$ cat src/rtl/cpu_pkg.sv
// Shared definitions for the phase-1 control path: opcodes, IR field layout
// and the control-step state encoding.
package cpu_pkg;

    localparam int IR_W      = 32;
    localparam int OPC_W     = 5;
    localparam int REG_IDX_W = 4;

    localparam int OPC_LSB = 27;
    localparam int RA_LSB  = 23;
    localparam int RB_LSB  = 19;
    localparam int RC_LSB  = 15;

    localparam logic [OPC_W-1:0] OP_ADD = 5'd0;
    localparam logic [OPC_W-1:0] OP_SUB = 5'd1;
    localparam logic [OPC_W-1:0] OP_AND = 5'd2;
    localparam logic [OPC_W-1:0] OP_OR  = 5'd3;
    localparam logic [OPC_W-1:0] OP_SHR = 5'd4;
    localparam logic [OPC_W-1:0] OP_SHL = 5'd5;
    localparam logic [OPC_W-1:0] OP_ROR = 5'd6;
    localparam logic [OPC_W-1:0] OP_ROL = 5'd7;
    localparam logic [OPC_W-1:0] OP_MUL = 5'd8;
    localparam logic [OPC_W-1:0] OP_DIV = 5'd9;
    localparam logic [OPC_W-1:0] OP_NEG = 5'd10;
    localparam logic [OPC_W-1:0] OP_NOT = 5'd11;

    typedef enum logic [2:0] {
        S_IDLE,
        S_T0,
        S_T1,
        S_T2,
        S_T3,
        S_T4,
        S_T5,
        S_T6
    } state_e;

endpackage

$ cat src/rtl/instr_decode.sv
// Combinational opcode classifier: ALU operation code plus the unary,
// multiply/divide and illegal flags the sequencer branches on.
module instr_decode
    import cpu_pkg::*;
(
    input  logic [OPC_W-1:0] opcode_i,
    output logic [OPC_W-1:0] alu_op_o,
    output logic             is_unary_o,
    output logic             is_muldiv_o,
    output logic             is_illegal_o
);

    always_comb begin
        alu_op_o     = opcode_i;
        is_unary_o   = 1'b0;
        is_muldiv_o  = 1'b0;
        is_illegal_o = 1'b0;
        case (opcode_i)
            OP_ADD, OP_SUB, OP_AND, OP_OR,
            OP_SHR, OP_SHL, OP_ROR, OP_ROL: ;
            OP_MUL, OP_DIV:                 is_muldiv_o = 1'b1;
            OP_NEG, OP_NOT:                 is_unary_o  = 1'b1;
            default: begin
                // Illegal codes never reach the ALU as a real operation.
                alu_op_o     = '0;
                is_illegal_o = 1'b1;
            end
        endcase
    end

endmodule

$ cat src/rtl/control_sequencer.sv
// Hardwired T0..T6 control-step sequencer: one fetch plus one register-register
// ALU execute per start, driving every bus-source select and load enable.
module control_sequencer
    import cpu_pkg::*;
#(
    parameter int NUM_REGS = 16
) (
    input  logic                clock,
    input  logic                clear,
    input  logic                start,
    input  logic                mem_rdy,
    input  logic [IR_W-1:0]     ir,
    output logic [NUM_REGS-1:0] r_out,
    output logic [NUM_REGS-1:0] r_in,
    output logic                pc_out,
    output logic                mdr_out,
    output logic                zlow_out,
    output logic                zhigh_out,
    output logic                pc_in,
    output logic                mar_in,
    output logic                mdr_in,
    output logic                ir_in,
    output logic                y_in,
    output logic                z_in,
    output logic                hi_in,
    output logic                lo_in,
    output logic                inc_pc,
    output logic                read,
    output logic [OPC_W-1:0]    alu_op,
    output logic                busy,
    output logic                done,
    output logic                illegal
);

    state_e state_q, state_d;
    logic   t1_first_q, t1_first_d;

    logic [REG_IDX_W-1:0] ra, rb, rc;
    logic [REG_IDX_W-1:0] r_out_idx, r_in_idx;
    logic                 r_out_en, r_in_en;

    logic [OPC_W-1:0] dec_alu_op;
    logic             dec_unary, dec_muldiv, dec_illegal;
    logic             ir_unused;

    assign ra        = ir[RA_LSB +: REG_IDX_W];
    assign rb        = ir[RB_LSB +: REG_IDX_W];
    assign rc        = ir[RC_LSB +: REG_IDX_W];
    assign ir_unused = ^ir[RC_LSB-1:0];

    instr_decode u_instr_decode (
        .opcode_i     (ir[OPC_LSB +: OPC_W]),
        .alu_op_o     (dec_alu_op),
        .is_unary_o   (dec_unary),
        .is_muldiv_o  (dec_muldiv),
        .is_illegal_o (dec_illegal)
    );

    always_ff @(posedge clock or posedge clear) begin
        if (clear) begin
            state_q    <= S_IDLE;
            t1_first_q <= 1'b0;
        end else begin
            state_q    <= state_d;
            t1_first_q <= t1_first_d;
        end
    end

    // IR is registered by the datapath, so every opcode-dependent choice is
    // made from T3 onward, never from the value being loaded in T2.
    always_comb begin
        state_d    = state_q;
        t1_first_d = 1'b0;
        r_out_en   = 1'b0;
        r_out_idx  = rb;
        r_in_en    = 1'b0;
        r_in_idx   = ra;
        pc_out     = 1'b0;
        mdr_out    = 1'b0;
        zlow_out   = 1'b0;
        zhigh_out  = 1'b0;
        pc_in      = 1'b0;
        mar_in     = 1'b0;
        mdr_in     = 1'b0;
        ir_in      = 1'b0;
        y_in       = 1'b0;
        z_in       = 1'b0;
        hi_in      = 1'b0;
        lo_in      = 1'b0;
        inc_pc     = 1'b0;
        read       = 1'b0;
        alu_op     = '0;
        done       = 1'b0;
        illegal    = 1'b0;

        case (state_q)
            S_IDLE: begin
                if (start) begin
                    state_d = S_T0;
                end
            end
            S_T0: begin
                pc_out     = 1'b1;
                mar_in     = 1'b1;
                inc_pc     = 1'b1;
                z_in       = 1'b1;
                t1_first_d = 1'b1;
                state_d    = S_T1;
            end
            S_T1: begin
                // PC+1 is written once; wait cycles only stretch the read.
                zlow_out = 1'b1;
                pc_in    = t1_first_q;
                read     = 1'b1;
                mdr_in   = 1'b1;
                if (mem_rdy) begin
                    state_d = S_T2;
                end
            end
            S_T2: begin
                mdr_out = 1'b1;
                ir_in   = 1'b1;
                state_d = S_T3;
            end
            S_T3: begin
                if (dec_illegal) begin
                    illegal = 1'b1;
                    state_d = S_IDLE;
                end else begin
                    r_out_en = 1'b1;
                    y_in     = !dec_unary;
                    state_d  = S_T4;
                end
            end
            S_T4: begin
                z_in      = 1'b1;
                alu_op    = dec_alu_op;
                r_out_en  = 1'b1;
                r_out_idx = dec_unary ? rb : rc;
                state_d   = S_T5;
            end
            S_T5: begin
                zlow_out = 1'b1;
                if (dec_muldiv) begin
                    lo_in   = 1'b1;
                    state_d = S_T6;
                end else begin
                    r_in_en = 1'b1;
                    done    = 1'b1;
                    state_d = S_IDLE;
                end
            end
            S_T6: begin
                zhigh_out = 1'b1;
                hi_in     = 1'b1;
                done      = 1'b1;
                state_d   = S_IDLE;
            end
            default: state_d = S_IDLE;
        endcase
    end

    assign busy = (state_q != S_IDLE);

    generate
        for (genvar gi = 0; gi < NUM_REGS; gi++) begin : g_gpr_sel
            assign r_out[gi] = r_out_en && (r_out_idx == REG_IDX_W'(gi));
            assign r_in[gi]  = r_in_en  && (r_in_idx  == REG_IDX_W'(gi));
        end
    endgenerate

    // The bus priority chain must never be the thing that resolves a conflict.
    a_one_bus_source: assert property (@(posedge clock) disable iff (clear)
        $onehot0({pc_out, mdr_out, zlow_out, zhigh_out, |r_out}) && $onehot0(r_out));

    a_one_gpr_load: assert property (@(posedge clock) disable iff (clear)
        $onehot0(r_in));

    a_done_illegal_exclusive: assert property (@(posedge clock) disable iff (clear)
        !(done && illegal));

endmodule
$ cat config.mk
export PLATFORM = sky130hd
export DESIGN_NAME = control_sequencer
export DESIGN_NICKNAME = d
export VERILOG_FILES = /design/src/rtl/cpu_pkg.sv /design/src/rtl/instr_decode.sv /design/src/rtl/control_sequencer.sv
export SDC_FILE = /design/constraint.sdc
export NUM_CORES = 1
export LEC_CHECK = 0
export ABC_AREA = 1
export BUFFER_PORTS_ARGS = -buffer_cell sky130_fd_sc_hd__buf_2
export CAP_MARGIN = 20
export CORE_UTILIZATION = 34
export CTS_BUF_LIST = sky130_fd_sc_hd__clkbuf_8 sky130_fd_sc_hd__clkbuf_16
export DETAILED_ROUTE_END_ITERATION = 16
export PLACE_DENSITY = 0.82
export RECOVER_POWER = 50
export REMOVE_ABC_BUFFERS = 1
export SYNTH_ARGS = -nofsm -noshare
export SYNTH_HDL_FRONTEND = slang
export SYNTH_SLANG_ARGS = --single-unit
export TNS_END_PERCENT = 30
$ cat constraint.sdc
create_clock -name clock -period 1.8 [get_ports clock]
set_input_delay 0.36 -clock clock [delete_from_list [all_inputs] [get_ports clock]]
set_output_delay 0.36 -clock clock [all_outputs]
set_load 0.05 [all_outputs]
Word level (Yosys, flattened, before mapping)
Index checks and enable logic that the tools add are counted.

cells by class
  reductions and logical operators = 44
  multiplexer cells = 29
  equality and inequality tests = 50

operators with widths
  kind                  number
  $eq A4 B4 Y1 const B  16
  $eq A4 B3 Y1 const B  8
  $logic_and A1 B1 Y1   32
  $pmux W3 S8           1
  $eq A5 B3 Y1 const B  4
  $eq A5 B4 Y1 const B  4
  $mux W1               18
  $eq A4 B2 Y1 const B  4
  $eq A3 B3 Y1 const B  4
  $mux W3               4
  $reduce_or A12 Y1     1
  $eq A5 B2 Y1 const B  2
  $mux W5               2
  $eq A4 B1 Y1 const B  2
  $logic_not A4 Y1      2
  $mux W4               2
  $reduce_or A2 Y1      4
  $eq A3 B2 Y1 const B  2
  $eq A5 B1 Y1 const B  1
  $logic_not A5 Y1      1
  $ne A2 B2 Y1 const B  2
  $pmux W1 S2           2
  $eq A3 B1 Y1 const B  1
  $logic_not A3 Y1      1
  3 further kinds       3

word-level totals
  bits of input ports = 36
  output and inout bits = 54
  bits in registers = 4

Longest topological paths before layout
Gate-level depths: netlist (run 1).

  depth in word-level cells = 7
  depth in mapped cells = 9
  gate-level depth less buffers = 9

Cells and area by module
From an unflattened synthesis (run 1), not the netlist that was laid out.

second synthesis, totals
  cells, all modules = 176
  area total of the unflattened synthesis = 850.8 sq um

by module, submodules not included
  module             area an instance (sq um)  cells an instance  instances
  control_sequencer  720.7                     147                1
  instr_decode       130.1                     29                 1

Worst setup path before layout (run 1)
Ideal clock, no wire load.

  kind = flip-flop to output port
  start = register state_q[0]
  end = output port mdr_out
  slack = -0.693 ns
  cell stages (with the launch flop) = 4
  data arrival time = 2.133 ns
  path buffers = 1
  path through = dfrtp_1 inv_1 nor3_1 buf_4

between the ends
  longest elaborated chain between the ends = 2

RTL lines
  element                 line                     text
  from (decl)             control_sequencer.sv:35  state_e state_q, state_d;
  from (signal assigned)  control_sequencer.sv:64  state_q <= state_d;
  $eq A3 B2 Y1            n/a
  $mux W1                 n/a
  to (decl)               control_sequencer.sv:16  output logic mdr_out,

No other way between the ends.

Final worst setup path (run 1)
  start = register state_q[1]
  end = output port r_out[4]

between the ends
  longest elaborated chain between the ends = 4
  elaborated cells on any way between the ends = 6
  those cells by class = 3 x eq/ne; 2 x mux; 1 x reduce/logical

RTL lines
  element                  line                      text
  $eq A3 B3 Y1             control_sequencer.sv:96   case (state_q)
  $mux W4                  control_sequencer.sv:96
  $eq A4 B3 Y1             control_sequencer.sv:167  assign r_out[gi] = r_out_en && (r_out_idx == REG_IDX_W'(gi));
  $logic_and A1 B1 Y1 (*)  control_sequencer.sv:167
  to (decl)                control_sequencer.sv:13   output logic [NUM_REGS-1:0] r_out,

Mark *: on every way between the ends. The rest lies on a longest branch, timed or not.

==> flow_summary.toml, run 1 <==
[finish]
fillers = 99
layout_common_cells = "28 x buf_4, 27 x buf_2, 27 x buf_6, 25 x nor2_1, 20 x nand2_1"
fin_nets = 277
final_common_cell = "buf_4"
multiInputGateArea_um2 = 881
final_util = 0.893
drive_gt1_frac = 0.649
seq_area_um2 = 101
final_cell_area_um2 = 1960
antenna_cells = 0
areaGrowthSynthToFinish_pct = 149

[sta]
max_freq_ghz = 0.468
layout_setup_ws_ns = -0.337
hold_viol_final = 0
finalCritPeriodShare = 1.19
finalMaxSlewViolations = 0
rsz0062_at_grt = "yes"
setup_viol = 45
fin_crit_ns = 2.14
skew_ns = 0.00104

[detailed_routing]
ant_nets = 0
wl_per_cell_um = 16.4
routed-wl-met2_um = 2350
dr_wl_met3_um = 315
vias = 1412
drtIter0Drc = 39
route.detailed.drc = 0
wl_met1_um = 1450
wl_um = 4380
vias_per_cell = 5.29
dr.max_layer_used = "met4"
dr.pass1.iters = 4

[global_route]
grt_usage = 0.235
grt_pass1_vias = 1130
antenna_found_initial = 0
grt_remaining_overflow = 0
grt_pass1_wl_um = 4570
grt_max_degree = 8

[die]
row_count = 17
dieWidth_um = 50.0
die_h_um = 50.0
coreArea_um2 = 2190
num_io_pins = 90
start_util = 0.358
die_area_um2 = 2500

[clocking]
cts_tree = "built"
clk_path_buf_depth = 2
clk-insertion-delay-late_ns = 0.22
htreeDepth = 1
cts_made_buffers = 3
tritoncts_num_sinks = 4
cts-root-buf = "clkbuf_8"
clk_pin_slew_worst_paths_ns = 0.03

[logic_synthesis]
yosys_warnings = 0
syn_avg_cell_area_um2 = 5.27
synthTopCellsByArea = "nor2_1 23%, nand2_1 15%, dfrtp_1 13%"
syn_area_um2 = 785
yosysTopAreaCell = "nor2_1"
yosysSeqAreaShare = 0.128
synth_seq_cells = 4
syn_inst = 149
synth_top_area_frac = 0.230
synth.distinct_cells = 19

[critical_path]
cp-start-kind = "flip-flop"
crit_path_max_incr_delay_ns = 0.40
critPathSlowestCell = "dfrtp_1"
critPathTopFamily = "simple AND/OR/NAND/NOR gates"
critical_path.startpoint = "state_q[1]$_DFFE_PP0P_"
critPathKind = "flip-flop to output port"
worstPathRequired_ns = 1.44
rrSetupSlack_ns = 0.43
end_kind = "output port"
critPathMostFrequentCell = "nand2_4"
cp_max_fo = 5
path_cells = "inv_2, nand2_4, nor2_4, nand3b_1, nand2_4, nand2_2, nor2_2, buf_6"
rr_startpoint = "state_q[0]$_DFFE_PP0P_"
crit_arrival_ns = 1.78
critPathBufInv = 2

[hold_path]
hp-class = "input pin to asynchronous set/reset pin"

[power]
vdd_ir_drop_max_mv = 1.47
power_density_nw_per_um2 = 1030
total_power_mw = 2.02
p_leak_nw = 0.931

[place]
dp_hpwl_um = 2020
port_buffers = 73
dp_slack_ns = -0.225
dpl_cell_area_um2 = 1220
gp_congestion = 0.745

[run]
cap_violations = 0

[outcome]
violations = "setup timing"
outcome = "finished, violations left"
==> Yosys cell counts <==
library cell   n
nand2_1       31
nand3_2        3
a21oi_1        4
dfrtp_1        4
nor2_8         1
o22ai_1        1
nand2_2        4
nor2_1        48
nand4_1        2
nor3_1         3
inv_1         19
conb_1         1
nand3b_1       2
nand3_1       11
clkinv_2       1
buf_4          6
inv_2          3
a22oi_1        1
nand2_4        4
==> through the flow <==
step / std cells / hold slack, ns / TNS (ns)
final: 267 / 0.0186 / -8.91
after global routing: 267 / 0.0333 / -11.46
after CTS: 263 / 0.0203 / -3.23
after detailed placement: 255 / 0.249 / -3.62
after global placement: 255 / 0.239 / -3.25
after floorplan: 143 / 0.126 / -16.45
==> logic make-up after synthesis <==
kind of cell	count (synthesis)	synth area share
compound gates	6	0.0431
buf+inv	29	0.169
flops	4	0.128
other cells	1	0.00478
simple gates	109	0.655
==> power by group <==
| group | internal [mW] | switching (mW) |
|---|---|---|
| registers | 0.133 | 0.0471 |
| logic | 0.500 | 1.15 |
| clock network | 0.143 | 0.0499 |
| total | 0.776 | 1.25 |
==> routing by layer <==
layer / GRT usage / vias to the layer above
li1: - / 635
met4: 0.143 / 0
met2: 0.433 / 111
met1: 0.244 / 642
met5: 0 / -
met3: 0.0340 / 24
==> area by class of cell <==
| cell class | instances | share of cell area |
|---|---|---|
| multi-input combinational | 117 | 0.450 |
| sequential | 4 | 0.0518 |
| timing repair buffer | 92 | 0.407 |
| inverter | 23 | 0.0518 |
| tap | 28 | 0.0179 |
| clock buffer | 3 | 0.0211 |
==> registers in the layout, summed over array words and instances, names as in the netlist <==
register,cells
state_q,3
t1_first_q,1
==> timing repair <==
item / 4_1_cts / 5_1_grt
endpoints found under the setup margin: 38 / 46
buffers inserted: 4 / 4
gates resized for setup: 63 / 111
gates cloned: 1 / 0
pin swaps: 3 / 25
hold buffers: 0 / 0
==> final timing paths <==
check / cells past startpoint / end
max: 8 / r_out[4]
min: 2 / t1_first_q$_DFF_PP0_
max reg2reg: 8 / state_q[2]$_DFFE_PP0P_
min reg2reg: 1 / t1_first_q$_DFF_PP0_
max in group asynchronous: 2 / state_q[2]$_DFFE_PP0P_
min in group clock: 3 / state_q[0]$_DFFE_PP0P_
Power figures use the tool's default switching activity.
==> run 2: changes to the inputs <==
Settings changed: CELL_PAD_IN_SITES_DETAIL_PLACEMENT set to 0, CELL_PAD_IN_SITES_GLOBAL_PLACEMENT set to 1, CORE_UTILIZATION 34 to 19, PLACE_DENSITY 0.82 to 0.81.
==> run 2 against run 1 <==
Effect of this change:
- the run still ends with setup timing left
- wire length fell by 22%
- sequential cell count did not move
- sequential share of layout area rose by 0.57 points
- utilization fell by 43 points
- non-clock buffer count fell by 2
- clock skew rose by 0.0022 ns
- global-route usage fell by 10 points
- die area rose by 75%
- largest power group unchanged
- worst setup slack improved by 0.10 ns
- final area fell by 9.8%
- highest routed layer unchanged
- clock power fell by 4%
- final cell count rose by 6.7%
==> flow_summary.toml, run 2 (synthesis results as in run 1) <==
[finish]
areaGrowthSynthToFinish_pct = 125
final_common_cell = "buf_4"
largest_register_ffs = 3
final_cell_area_um2 = 1760
reg_top3 = "state_q x3, t1_first_q x1"
antenna_cells = 0
final_util = 0.464
regMostFlops = "state_q"
fillers = 379
layout_common_cells = "39 x buf_4, 28 x buf_2, 26 x nor2_1, 21 x buf_6, 19 x nand2_1"
drive_gt1_frac = 0.646
fin_nets = 275
stdcell_count = 285

[detailed_routing]
wl_per_cell_um = 12.1
ant_nets = 0
drtIter0Drc = 37
vias = 1247
vias_per_cell = 4.38
dr.pass1.iters = 4
wl_um = 3440
route.detailed.drc = 0

[critical_path]
critPathTopFamily = "simple AND/OR/NAND/NOR gates"
path_cells = "inv_2, nand2_4, nor2_8, nand2_4, nand2_4, nand2_4, inv_4, nand2_4, nor2_2, buf_6"
rr_startpoint = "state_q[1]$_DFFE_PP0P_"
crit_arrival_ns = 1.67
worstPathRequired_ns = 1.44
critPathSlowestCell = "dfrtp_1"
crit_path_max_incr_delay_ns = 0.38
end_kind = "output port"
critPathBufInv = 3
rrSetupSlack_ns = 0.52
cp_max_fo = 7
r2r-end = "state_q[2]$_DFFE_PP0P_"
critPathMostFrequentCell = "nand2_4"
critPathKind = "flip-flop to output port"
worstRegToRegCells = 8
cp-start-kind = "flip-flop"

[clocking]
cts_tree = "built"
cts_made_buffers = 3
clk_pin_slew_worst_paths_ns = 0.03
clk-insertion-delay-late_ns = 0.22
postCtsHoldBufs = 0
cts-root-buf = "clkbuf_8"
htreeDepth = 1
clk_path_buf_depth = 2
tritoncts_num_sinks = 4

[die]
die_area_um2 = 4390
row_count = 22
coreArea_um2 = 3800
start_util = 0.207
num_io_pins = 90
die_h_um = 66.3
dieWidth_um = 66.3

[hold_path]
hp-class = "input pin to asynchronous set/reset pin"

[sta]
hold_viol_final = 0
finalCritPeriodShare = 1.13
rsz0062_at_grt = "yes"
setup_viol = 38
hold_slack_ns = 0.0231
fin_crit_ns = 2.03
finalMaxSlewViolations = 0
timing.setup.tns_ns = -4.55
max_freq_ghz = 0.492
skew_ns = 0.00328
layout_setup_ws_ns = -0.233

[global_route]
grt_pass1_wl_um = 4610
grt_remaining_overflow = 0
grt_max_degree = 8
grt_usage = 0.135
antenna_found_initial = 0
grt_pass1_vias = 1120

[place]
dp_hpwl_um = 2250
dpl_cell_area_um2 = 1250
gp_congestion = 0.749
place_inst = 276
dp_slack_ns = -0.167
port_buffers = 73

[outcome]
outcome = "finished, violations left"
violations = "setup timing"

[power]
total_power_mw = 1.86
power_density_nw_per_um2 = 1050
p_leak_nw = 0.898
vdd_ir_drop_max_mv = 0.503

[run]
cap_violations = 0
-- run 2: where the power goes --
group	switching (mW)	leakage [nW]	internal (mW)
Clock	0.0438	0.0216	0.142
Sequential	0.0430	0.0493	0.133
Combinational	1.04	0.827	0.453
Total	1.13	0.898	0.729
-- run 2: how the worst max path moves through the flow --
stage                           startpoint         to  slack (ns)  cells after the start
finish              state_q[1]$_DFFE_PP0P_  r_out[14]       -0.23                     10
global route        state_q[1]$_DFFE_PP0P_   r_out[9]       -0.31                      8
CTS                 state_q[1]$_DFFE_PP0P_  r_out[15]       -0.18                     10
detailed placement                  ir[29]  r_out[15]       -0.17                      9
global placement                    ir[29]  r_out[11]       -0.14                      9
floorplan           state_q[0]$_DFFE_PP0P_      ir_in       -1.25                      2
-- run 2: metal layers --
layer / vias up / part of all wire / global-route usage
li1: 630 / - / -
met1: 559 / 0.41 / 0.162
met2: 49 / 0.52 / 0.235
met3: 9 / 0.050 / 0.0379
met4: 0 / 0.017 / 0.0293
met5: - / 0 / 0
-- run 2: timing repair --
item | in CTS | in global routing
buffers inserted | 1 | 4
resized for setup | 64 | 75
cloned | 1 | 0
setup endpoints to repair | 38 | 46
pin swaps | 0 | 19
-- run 2: worst register-to-register path, cell delays in order (launching register included) --
cell and delay (ns):
dfrtp_1 0.38, inv_2 0.10, nand2_4 0.09, nor2_8 0.18, inv_2 0.07, nand2_4 0.15, buf_4 0.14, nor2_1 0.03
nand2_1 0.07
-- run 2: area by class of cell --
type	count	area (µm²)	share of cell area
clock buffer	3	41.3	0.0234
sequential	4	101	0.0574
tap	48	60.1	0.0340
multi-input combinational	117	771	0.437
inverter	23	91.3	0.0518
timing repair buffer	90	699	0.396
